**config.mk**
```make
export PLATFORM = sky130hd
export DESIGN_NAME = uart_reg_master
export DESIGN_NICKNAME = d
export VERILOG_FILES = /design/src/rtl/uart_reg_master.sv
export SDC_FILE = /design/constraint.sdc
export NUM_CORES = 1
export LEC_CHECK = 0
export CAP_MARGIN = 40
export CORE_ASPECT_RATIO = 0.5
export CORE_MARGIN = 10
export CORE_UTILIZATION = 48
export DETAILED_ROUTE_END_ITERATION = 8
export PLACE_DENSITY_LB_ADDON = 0.25
export SYNTH_ARGS = -nofsm -noshare
export SYNTH_HDL_FRONTEND = slang
export SYNTH_SLANG_ARGS = --single-unit
```
**constraint.sdc**
```tcl
create_clock -name clk_i -period 4.2 [get_ports clk_i]
set_input_delay 1.05 -clock clk_i [delete_from_list [all_inputs] [get_ports clk_i]]
set_output_delay 1.05 -clock clk_i [all_outputs]
set_load 0.02 [all_outputs]
```
**src/rtl/uart_reg_master.sv**
```systemverilog
// Byte-stream command engine: decodes read/write commands from the UART receiver,
// drives the register bank CPU port and returns ack or read-data bytes to the transmitter.
module uart_reg_master #(
    parameter int ADDR_WIDTH     = 2,
    parameter int DATA_WIDTH     = 32,
    parameter int REG_COUNT      = 4,
    parameter int TIMEOUT_CYCLES = 100000
) (
    input  logic                            clk_i,
    input  logic                            rst_ni,
    input  logic [7:0]                      rx_data_i,
    input  logic                            rx_valid_i,
    output logic [7:0]                      tx_data_o,
    output logic                            tx_valid_o,
    input  logic                            tx_ready_i,
    output logic [ADDR_WIDTH-1:0]           addr_o,
    output logic [DATA_WIDTH-1:0]           data_o,
    output logic                            wr_en_cpu_o,
    output logic                            rd_en_cpu_o,
    input  logic [REG_COUNT*DATA_WIDTH-1:0] reg_data_i,
    output logic                            rx_drop_o
);

    localparam int NB = DATA_WIDTH / 8;
    localparam int CW = (NB > 1) ? $clog2(NB) : 1;
    localparam int TW = $clog2(TIMEOUT_CYCLES + 1);

    typedef enum logic [1:0] {IDLE, COLLECT, ACCESS, RESP} state_e;

    typedef struct packed {
        logic is_wr;
        logic err;
    } cmd_t;

    state_e                state_q, state_d;
    cmd_t                  cmd_q;
    logic [CW-1:0]         cnt_q;
    logic [TW-1:0]         tmo_q;
    logic [DATA_WIDTH-1:0] resp_q;
    logic [DATA_WIDTH-1:0] rd_word;
    logic [7:0]            cmd_addr;
    logic                  cmd_err;
    logic [CW-1:0]         resp_last;
    logic                  hs;

    always_comb begin
        cmd_addr = rx_data_i & 8'((1 << ADDR_WIDTH) - 1);
        cmd_err  = (((rx_data_i & 8'h7F) >> ADDR_WIDTH) != 8'h00) ||
                   (cmd_addr >= 8'(REG_COUNT));
    end

    always_comb begin
        rd_word = '0;
        for (int k = 0; k < REG_COUNT; k++)
            if (addr_o == ADDR_WIDTH'(k))
                rd_word = reg_data_i[k*DATA_WIDTH +: DATA_WIDTH];
    end

    // Acks and errors are a single byte; only successful reads return a full word.
    assign resp_last = (cmd_q.is_wr || cmd_q.err) ? '0 : CW'(NB - 1);
    assign hs        = tx_valid_o && tx_ready_i;

    always_ff @(posedge clk_i or negedge rst_ni) begin
        if (!rst_ni) state_q <= IDLE;
        else         state_q <= state_d;
    end

    always_comb begin
        state_d     = state_q;
        wr_en_cpu_o = 1'b0;
        rd_en_cpu_o = 1'b0;
        rx_drop_o   = 1'b0;
        case (state_q)
            IDLE: begin
                if (rx_valid_i) state_d = rx_data_i[7] ? COLLECT : ACCESS;
            end
            COLLECT: begin
                if (rx_valid_i) begin
                    if (cnt_q == CW'(NB - 1)) state_d = ACCESS;
                end else if (tmo_q == TW'(TIMEOUT_CYCLES - 1)) begin
                    state_d = IDLE;
                end
            end
            ACCESS: begin
                wr_en_cpu_o = cmd_q.is_wr && !cmd_q.err;
                rd_en_cpu_o = !cmd_q.is_wr && !cmd_q.err;
                rx_drop_o   = rx_valid_i;
                state_d     = RESP;
            end
            RESP: begin
                rx_drop_o = rx_valid_i;
                if (hs && cnt_q == resp_last) state_d = IDLE;
            end
            default: state_d = IDLE;
        endcase
    end

    always_ff @(posedge clk_i or negedge rst_ni) begin
        if (!rst_ni) begin
            cmd_q      <= '0;
            cnt_q      <= '0;
            tmo_q      <= '0;
            resp_q     <= '0;
            tx_valid_o <= 1'b0;
            addr_o     <= '0;
            data_o     <= '0;
        end else begin
            case (state_q)
                IDLE: begin
                    if (rx_valid_i) begin
                        addr_o      <= cmd_addr[ADDR_WIDTH-1:0];
                        cmd_q.is_wr <= rx_data_i[7];
                        cmd_q.err   <= cmd_err;
                        cnt_q       <= '0;
                        tmo_q       <= '0;
                    end
                end
                COLLECT: begin
                    if (rx_valid_i) begin
                        // Little-endian: each byte enters at the top, first byte ends at [7:0].
                        data_o <= (data_o >> 8) | (DATA_WIDTH'(rx_data_i) << (DATA_WIDTH - 8));
                        cnt_q  <= (cnt_q == CW'(NB - 1)) ? '0 : cnt_q + 1'b1;
                        tmo_q  <= '0;
                    end else begin
                        tmo_q <= tmo_q + 1'b1;
                    end
                end
                ACCESS: begin
                    cnt_q      <= '0;
                    tx_valid_o <= 1'b1;
                    if (cmd_q.err)        resp_q <= DATA_WIDTH'(8'hEE);
                    else if (cmd_q.is_wr) resp_q <= DATA_WIDTH'(8'hA5);
                    else                  resp_q <= rd_word;
                end
                RESP: begin
                    if (hs) begin
                        resp_q <= resp_q >> 8;
                        if (cnt_q == resp_last) tx_valid_o <= 1'b0;
                        else                    cnt_q      <= cnt_q + 1'b1;
                    end
                end
                default: ;
            endcase
        end
    end

    assign tx_data_o = resp_q[7:0];

endmodule

```
==> results_dict.tcl <==
set metrics [dict create \
    status "completed" \
    p_seq_share_pct 31.7 \
    dp_hpwl_mm 11.8 \
    io_buffers 185 \
    finalSetupViolations 0 \
    peakVddDrop_v 0.000303 \
    vias_per_cell 5.83 \
    hold_buffers 0 \
    track_usage_pct 20.8 \
    maxCapViolations 0 \
    slew_violations 0 \
    place_inst 709 \
    min_period_ns 3.56 \
    dieArea_um2 14900 \
    drt-pass1-iter-count 4 \
    yosysTopAreaCellShare_pct 45.9 \
    hold_viol 0 \
    critPathMaxFanout 11 \
    fp.dieW_um 163 \
    utilization_pct 72.9 \
    postSynthCellCount 423 \
    grt_remaining_overflow 0 \
    grt_pass1_vias 4479 \
    path_clk_slew_ns 0.06 \
    worst_skew_pair.late_latency_ns 0.35 \
    slew_headroom_pct 44.7 \
    drc 0 \
    drtIter0Drc 321 \
    synth_area_leaders "dfrtp_1, mux4_2, mux2_2, nor2_1, a221oi_1" \
    wirelength_mm 15.2 \
    wire_per_inst_um 20.9 \
    tns_ns 0 \
    synth_area_leader_cell "dfrtp_1" \
    rows 25 \
    via_count 4235 \
    gp_congestion 0.849 \
    critPathLaunchType "primary input" \
    ys_seq_area_share_pct 45.9 \
    fmax_mhz 281 \
    final_cell_mix "clkdlybuf4s50_1, dfrtp_1, nor2_1" \
    rsz0062_at_grt "no" \
    drtAntennaViolNets 0 \
    syn-num-nets 565 \
    clockBufferDepth 2 \
    fp.dieH_um 91.5 \
    cts_resized 0 \
    postSynthAreaPerCell_um2 11.6 \
    p_sw_mw 1.69 \
    finalCritPeriodShare_pct 84.7 \
    grt_max_degree 52 \
    clkSinkCount 90 \
    clock-root-buffer "clkbuf_16" \
    combPwrFrac_pct 50.8 \
    critPathArrivalTime_ns 2.51 \
    syn2layout_area_growth_pct 44.0 \
    grt_first_pass_wirelength_mm 24.4 \
    post_cts.repair.setup_buffers 0 \
    clockPowerShare_pct 17.5 \
    fin_cells 727 \
    synth-edff-count 0 \
    synth_async_sr_flop_share_pct 100 \
    yosysWarnings 0 \
    endpoint_kind "primary output" \
    cts_tree "done" \
    synth-main-ff-cell "dfrtp_1" \
    power.internal_mw 2.78 \
    ys_seq_elements 90 \
    start_util_pct 50.6 \
    power_density_nw_per_um2 632 \
    fin_worst_skew_ns 0.00795 \
    worstMarginPinSlew_ns 0.829 \
    nets 727 \
    antenna_found_initial 3 \
    synthDistinctLibCells 50 \
    swShare_pct 37.8 \
    layout-drive-gt1-share_pct 17.5 \
    ioPinCount 186 \
    netlist_area_um2 4910 \
    worst_hold_path_type "reg -> reg" \
    cts_made_buffers 9 \
    cp.required_ns 3.15 \
    htree_num_levels 3 \
    core_area_um2 9700 \
    cellLeakagePower_nw 2.81 \
    critPathKind "in -> out" \
    final_common_cell "clkdlybuf4s50_1" \
]
==> layout make-up <==
type / instances / area, um^2
multi-input cells: 287 / 2400
well taps: 135 / 169
fillers: 693 / 2630
diodes: 2 / 5.00
inverters: 4 / 15.0
clock buffers: 10 / 239
clock inverters: 6 / 50.0
repair buffers: 193 / 1930
flip-flops and latches: 90 / 2250
==> flip-flops by register name, summed over array words and instances, names as in the netlist <==
signal and flops:
data_o 32, resp_q 32, tmo_q 17, addr_o 2, cmd_q 2, cnt_q 2
state_q 2, tx_valid_o 1
==> Yosys cell counts (3+ instances only) <==
cell	count
o21ai_0	25
or2_2	4
nand2_1	23
a221oi_1	17
mux2_2	34
a211oi_1	4
nor3_1	7
buf_2	8
clkbuf_1	16
a21oi_1	5
and2_1	3
and3_1	3
buf_6	4
buf_4	11
nand3_1	10
dfrtp_1	90
nand2b_1	7
o31ai_1	3
a31oi_1	10
mux4_2	32
o22ai_1	4
nor2_1	51
a22o_1	9
o211ai_1	3
inv_1	4
==> power by group through the flow <==
stage	logic, mW	clock network [mW]	registers (mW)
2_1_floorplan	1.32	0	1.58
3_3_place_gp	2.23	0	1.40
3_5_place_dp	2.29	0	1.42
4_1_cts	2.31	0.790	1.41
5_1_grt	2.46	0.838	1.46
6_report	2.27	0.780	1.41
==> critical path, stage by stage <==
cell	delay [ns]
clkdlybuf4s50_1	0.67
and2_1	0.19
clkdlybuf4s50_1	0.60
==> final timing paths <==
check                      startpoint         end  slack, ns  cells past startpoint
min in group asynchronous      rst_ni  resp_q[21]       0.60                      1
max in group asynchronous      rst_ni    tmo_q[6]       2.75                      3
setup / recovery           rx_valid_i   rx_drop_o       0.64                      3
hold / removal              resp_q[5]   resp_q[5]       0.49                      2
setup reg to reg           state_q[0]  data_o[24]       2.00                      4
hold reg to reg             resp_q[5]   resp_q[5]       0.49                      2
==> cells by family after synthesis <==
kind of cell | Yosys count | share of synthesized area [%]
mux | 66 | 22.5
fa+ha+maj | 2 | 0.510
flops | 90 | 45.9
compound gates | 92 | 13.1
simple gates | 127 | 12.8
buf+inv | 46 | 5.20
==> per-stage QoR <==
stage                     total power, mW  cell area, um^2  setup slack (ns)  hold slack, ns
after CTS                            4.51             7060             0.634           0.495
after detailed placement             3.72             6770             0.641           0.478
final                                4.46             7070             0.641           0.491
after global placement               3.63             6740             0.657           0.465
after floorplan                      2.91             4910              1.75           0.451
after global routing                 4.75             7070             0.587           0.516
==> layer usage <==
| layer | up-vias | share of wire, % | track usage, % |
|---|---|---|---|
| met5 | - | 0.059 | 0 |
| met4 | 2 | 1.7 | 5.90 |
| met3 | 17 | 9.3 | 9.19 |
| met2 | 154 | 53 | 37.2 |
| met1 | 2132 | 36 | 21.7 |
| li1 | 1930 | - | - |
(Power assumes the default switching activity.)
